--- src/rtl/wr_arria10_rx_det_align.sv ---
// rtl/wr_arria10_rx_det_align.sv - per-lane RX reset / word-align sequencer with deterministic-latency acceptance
// Optional retry/bitslip statistics outputs are built when WR_RX_DET_ALIGN_STATS_EN is defined.
module wr_arria10_rx_det_align #(
   parameter int g_NUM_LANES     = 1,
   parameter int g_DATA_WIDTH    = 8,
   parameter int g_RST_CYCLES    = 16,
   parameter int g_LOCK_WAIT     = 1024,
   parameter int g_ALIGN_TIMEOUT = 4096,
   parameter int g_MAX_RETRIES   = 15
) (
   input  logic                                  clk_i,
   input  logic                                  rst_i,
   input  logic                                  enable_i,
   input  logic [g_NUM_LANES-1:0]                rx_is_lockedtodata_i,
   input  logic [g_NUM_LANES*g_DATA_WIDTH/8-1:0] rx_syncstatus_i,
   input  logic [5*g_NUM_LANES-1:0]              rx_bitslipboundarysel_i,
   output logic [g_NUM_LANES-1:0]                rx_digitalreset_o,
   output logic [g_NUM_LANES-1:0]                rx_wa_patternalign_o,
   output logic [g_NUM_LANES-1:0]                rx_ready_o,
   output logic [g_NUM_LANES-1:0]                rx_fail_o,
   output logic [8*g_NUM_LANES-1:0]              rx_retries_o,
   output logic [5*g_NUM_LANES-1:0]              rx_bitslip_o
);

   localparam int c_BYTES   = g_DATA_WIDTH / 8;
   localparam int c_MAX_AB  = (g_LOCK_WAIT > g_ALIGN_TIMEOUT) ? g_LOCK_WAIT : g_ALIGN_TIMEOUT;
   localparam int c_CNT_MAX = (c_MAX_AB > g_RST_CYCLES) ? c_MAX_AB : g_RST_CYCLES;
   localparam int c_CNT_W   = $clog2(c_CNT_MAX + 1);

   localparam logic [c_CNT_W-1:0] c_RST_LAST   = c_CNT_W'(g_RST_CYCLES - 1);
   localparam logic [c_CNT_W-1:0] c_LOCK_LAST  = c_CNT_W'(g_LOCK_WAIT - 1);
   localparam logic [c_CNT_W-1:0] c_ALIGN_LAST = c_CNT_W'(g_ALIGN_TIMEOUT - 1);
   localparam logic [3:0]         c_MAX_RETRY  = 4'(g_MAX_RETRIES);

   typedef enum logic [2:0] {
      S_RESET, S_WAIT_LOCK, S_ALIGN, S_CHECK, S_READY, S_FAIL
   } state_t;

   for (genvar l = 0; l < g_NUM_LANES; l++) begin : g_lane
      state_t               state, state_nxt;
      logic [c_CNT_W-1:0]   cnt, cnt_nxt;
      logic [3:0]           retry_cnt, retry_cnt_nxt, retry_inc;
      logic                 locked, synced, retry;
      logic [4:0]           bitslip;
      logic                 dr, pat, rdy, fl;

      assign locked    = rx_is_lockedtodata_i[l];
      assign synced    = &rx_syncstatus_i[l*c_BYTES +: c_BYTES];
      assign bitslip   = rx_bitslipboundarysel_i[5*l +: 5];
      assign retry_inc = retry_cnt + 4'd1;

      always_ff @(posedge clk_i or posedge rst_i) begin
         if (rst_i) begin
            state     <= S_RESET;
            cnt       <= '0;
            retry_cnt <= '0;
         end else begin
            state     <= state_nxt;
            cnt       <= cnt_nxt;
            retry_cnt <= retry_cnt_nxt;
         end
      end

      // cnt is reused per state: reset pulse length, lock dwell, align timeout
      always_comb begin
         state_nxt     = state;
         cnt_nxt       = cnt + c_CNT_W'(1);
         retry_cnt_nxt = retry_cnt;
         retry         = 1'b0;
         if (!enable_i) begin
            state_nxt     = S_RESET;
            cnt_nxt       = '0;
            retry_cnt_nxt = '0;
         end else begin
            case (state)
               S_RESET: begin
                  if (cnt == c_RST_LAST) begin
                     state_nxt = S_WAIT_LOCK;
                     cnt_nxt   = '0;
                  end
               end
               S_WAIT_LOCK: begin
                  if (!locked) begin
                     cnt_nxt = '0;
                  end else if (cnt == c_LOCK_LAST) begin
                     state_nxt = S_ALIGN;
                     cnt_nxt   = '0;
                  end
               end
               S_ALIGN: begin
                  if (!locked) begin
                     state_nxt = S_RESET;
                     cnt_nxt   = '0;
                  end else if (synced) begin
                     state_nxt = S_CHECK;
                     cnt_nxt   = '0;
                  end else if (cnt == c_ALIGN_LAST) begin
                     retry = 1'b1;
                  end
               end
               S_CHECK: begin
                  cnt_nxt = '0;
                  if (!locked)         state_nxt = S_RESET;
                  else if (!bitslip[0]) state_nxt = S_READY;
                  else                 retry = 1'b1;
               end
               S_READY: begin
                  cnt_nxt = '0;
                  if (!locked || !synced) state_nxt = S_RESET;
               end
               S_FAIL: cnt_nxt = '0;
               default: begin
                  state_nxt = S_RESET;
                  cnt_nxt   = '0;
               end
            endcase
         end
         if (retry) begin
            retry_cnt_nxt = retry_inc;
            cnt_nxt       = '0;
            state_nxt     = (retry_inc == c_MAX_RETRY) ? S_FAIL : S_RESET;
         end
      end

      always_comb begin
         dr  = (state == S_RESET) || (state == S_FAIL);
         pat = (state == S_ALIGN) && (cnt == '0);
         rdy = (state == S_READY);
         fl  = (state == S_FAIL);
      end

      assign rx_digitalreset_o[l]    = dr;
      assign rx_wa_patternalign_o[l] = pat;
      assign rx_ready_o[l]           = rdy;
      assign rx_fail_o[l]            = fl;

`ifdef WR_RX_DET_ALIGN_STATS_EN
      logic [7:0] stat_retries;
      logic [4:0] stat_bitslip;
      logic       accept;

      assign accept = enable_i && (state == S_CHECK) && locked && !bitslip[0];

      always_ff @(posedge clk_i or posedge rst_i) begin
         if (rst_i) begin
            stat_retries <= '0;
            stat_bitslip <= '0;
         end else begin
            if (!enable_i)
               stat_retries <= '0;
            else if (retry && (stat_retries != 8'hFF))
               stat_retries <= stat_retries + 8'd1;
            if (accept)
               stat_bitslip <= bitslip;
         end
      end

      assign rx_retries_o[8*l +: 8] = stat_retries;
      assign rx_bitslip_o[5*l +: 5] = stat_bitslip;
`else
      logic unused_bitslip;
      assign unused_bitslip         = ^bitslip[4:1];
      assign rx_retries_o[8*l +: 8] = '0;
      assign rx_bitslip_o[5*l +: 5] = '0;
`endif
   end

endmodule
--- config.mk ---
export PLATFORM = sky130hd
export DESIGN_NAME = wr_arria10_rx_det_align
export DESIGN_NICKNAME = d
export VERILOG_FILES = /design/src/rtl/wr_arria10_rx_det_align.sv
export SDC_FILE = /design/constraint.sdc
export NUM_CORES = 1
export LEC_CHECK = 0
export ABC_AREA = 1
export CAP_MARGIN = 20
export CORE_ASPECT_RATIO = 1.25
export CORE_MARGIN = 4
export CORE_UTILIZATION = 45
export DETAILED_ROUTE_END_ITERATION = 8
export PLACE_DENSITY = 0.7
export SLEW_MARGIN = 20
export SYNTH_ARGS = -nofsm -noshare
export SYNTH_HDL_FRONTEND = slang
export SYNTH_SLANG_ARGS = --single-unit
--- constraint.sdc ---
create_clock -name clk_i -period 2 [get_ports clk_i]
set_clock_uncertainty 0.05 [all_clocks]
set_input_delay 0.4 -clock clk_i [delete_from_list [all_inputs] [get_ports clk_i]]
set_output_delay 0.4 -clock clk_i [all_outputs]
set_load 0.05 [all_outputs]
==> results.md <==
- Status: finished clean
- Pin count of the biggest net entering global routing: 21
- Total Power: 1430 µW
- Core Region: between 0.003 and 0.004 mm²
- Final setup viols: 0
- Die area: between 0.004 and 0.005 mm²
- Total of warnings raised by yosys: 0
- Rows: 23
- Post-synth EDFFs: 0
- Commonest register cell after synthesis: dfrtp_1
- Num CTS Buffers: 3
- Reg clk slew, reported paths: approximately 0.080 ns
- Starting DRC count in detailed routing: 31
- Worst hold path class: in2async
- Antenna diodes: 0
- Fin cells: 261
- Pwr per Cell Area: just over 800 mW/mm²
- Clock tree sinks: 20
- Arr. time, crit path: around 1.5 ns
- Overall die height: around 73 µm
- CTS Root Cell: clkbuf_8
- Reg-to-Reg End: g_lane[0].retry_cnt[3]
- Cell Area, Synth: 0.00150 mm²
- CP top delay family: simple AND/OR/NAND/NOR gates
- Hold Violations, Final: 0
- F_max: around 530 MHz
- Layout Area Growth over Synthesis: 16.0%
- Final Critical Period: ~1.9 ns
- Max Slew Vio Count: 0
- R2R Setup Slk: 0.18 ns
- Crit Path Class: reg2out
- Sequential area share after synthesis: 0.333
- Number of synthesized register bits: 20
- Syn Area/Cell: roughly 7.3 µm²
- Placed cells: between 200 and 300
- DRT Pass-1 Iters: 4
- Crit share post-route: 0.952
- Via count: 1240
- Place WS: 0.0429 ns
- Commonest cells after routing, fill and taps aside: 45 x nand2_1, 32 x inv_1, 22 x nor2_1, 20 x dfrtp_1, 14 x nand3_1
- CP Launch Type: flip-flop
- Total wire length: ~2.8 mm
- Buffer depth of the longest clock path: 2
- H-tree levels: 1
- Post-route cell area: 0.00174 mm²
- Setup TNS: 0 ns
- Initial core utilization: 0.466
- Synth async-reset ratio: 1.00
- Commonest non-fill, non-tap cell in the layout: nand2_1
- Fin nets: around 240
- CP Cell Sequence: inv_2 -> nand2_1 -> nor2_2 -> and3_4 -> buf_12
- Max cap viols: 0
- HPWL Detailed: 2.20 mm
- Worst ir drop on vdd: just under 0.0007 V
- CP peak stage delay: 0.42 ns
- Share of cells above drive strength 1: 0.183
- Port bufs: 9
- RSZ-0062 raised after global routing: false
- CP max-delay cell: dfrtp_1
- Area of placed instances: ~0.0017 mm²
- Insertion delay to the later sink of the worst-skew pair: approximately 0.26 ns
- Synth Instances: 206
- Post-route worst setup slack: approximately 0.095 ns
- Final Wtd Congestion: between 0.8 and 0.9
- Residual DRC count: 0
- Instance count on the critical path: 5
- Post-DR vias/cell: about 4.8
- Worst-path maximum fanout: 7
- # fillers: roughly 310
- CP Capture Type: output port
- Routed Antenna Nets: 0
- Total grt overflow: 0
- Critical R2R Launch: g_lane[0].cnt[0]
- Gr usage total: 0.138
- CP Buf/Inv Count: 2
- Post-synth cell types: 26
- R2R depth: 9
- Worst Path Required: 1.55 ns
- Die width: a little under 60 µm
- Pleak: roughly 0.0009 µW
- CTS tree: yes
- I/O pin count: 27
- WL/cell: roughly 11 µm
- Initial antenna violation count: 0
- Global-route wire length before repair: around 4.6 mm
- Number of global-route vias before repair: 1126
[synth_stat cells (2+ instances only)]
cell type	instances	share of area
nor2_1	23	0.057
buf_4	13	0.065
dfrtp_1	20	0.33
nor2_2	12	0.050
nand3_1	14	0.047
nand4_1	7	0.029
ha_1	4	0.033
o21ai_0	6	0.020
a21oi_1	3	0.010
nand2_1	45	0.11
nand2_2	2	0.0083
xor2_1	8	0.047
nand2_4	3	0.022
nor3_1	2	0.0067
inv_2	2	0.0050
inv_1	32	0.080
[cell families after synthesis]
group | Yosys count | synth area share
buffers and inverters | 48 | 0.157
DFF | 20 | 0.333
xor gates and xnor gates | 9 | 0.0525
other | 1 | 0.00250
AOI/OAI and AO/OA | 12 | 0.0541
and+or+nand+nor | 112 | 0.367
adders and majority gates | 4 | 0.0333
[flip-flops by register name, summed over array words and instances, names as in the netlist]
signal	cells
g_lane.retry_cnt	4
g_lane.cnt	13
g_lane.state	3
[worst min-delay path, cell delays in order]
cell,delay (ns)
clkdlybuf4s50_1,0.39
inv_1,0.05
buf_4,0.27
[repair_timing]
item | CTS | global route
buffers inserted | 0 | 0
setup endpoints to repair | 1 | 1
gates resized for setup | 1 | 1
hold buffers | 0 | 0
[where the power goes]
part           switching [µW]  internal, µW  total, µW
logic                     387           248        635
clock network             137           175        312
registers                44.6           438        483
[how the worst max path moves through the flow]
stage / startpoint / endpoint
floorplan: g_lane[0].state[0] / g_lane[0].state[0]
detailed placement: rx_syncstatus_i / g_lane[0].retry_cnt[3]
global route: g_lane[0].state[2] / rx_wa_patternalign_o
finish: g_lane[0].state[2] / rx_wa_patternalign_o
global placement: rx_syncstatus_i / g_lane[0].retry_cnt[3]
CTS: g_lane[0].state[2] / rx_wa_patternalign_o
[routing by layer]
layer | vias to the layer above | GRT usage | wire length, µm
met2 | 24 | 0.238 | 1400
met3 | 4 | 0.0301 | 125
met1 | 566 | 0.170 | 1210
met5 | - | 0 | 0
li1 | 646 | - | -
met4 | 0 | 0.0369 | 32
[final cells by class]
class / instances / area [µm²] / area share
multi-input cells: 150 / 818 / 0.469
flip-flops and latches: 20 / 500 / 0.287
repair buffers: 16 / 195 / 0.112
inverters: 34 / 128 / 0.0732
clock buffers: 4 / 55.1 / 0.0316
well taps: 37 / 46.3 / 0.0266
[stage by stage]
| step | utilization | hold slack [ns] |
|---|---|---|
| finish | 0.541 | 0.414 |
| global route | 0.541 | 0.451 |
| CTS | 0.539 | 0.418 |
| detailed placement | 0.521 | 0.434 |
| global placement | 0.521 | 0.432 |
| floorplan | - | 0.314 |
Note: power is estimated with default switching activity, not from simulation.
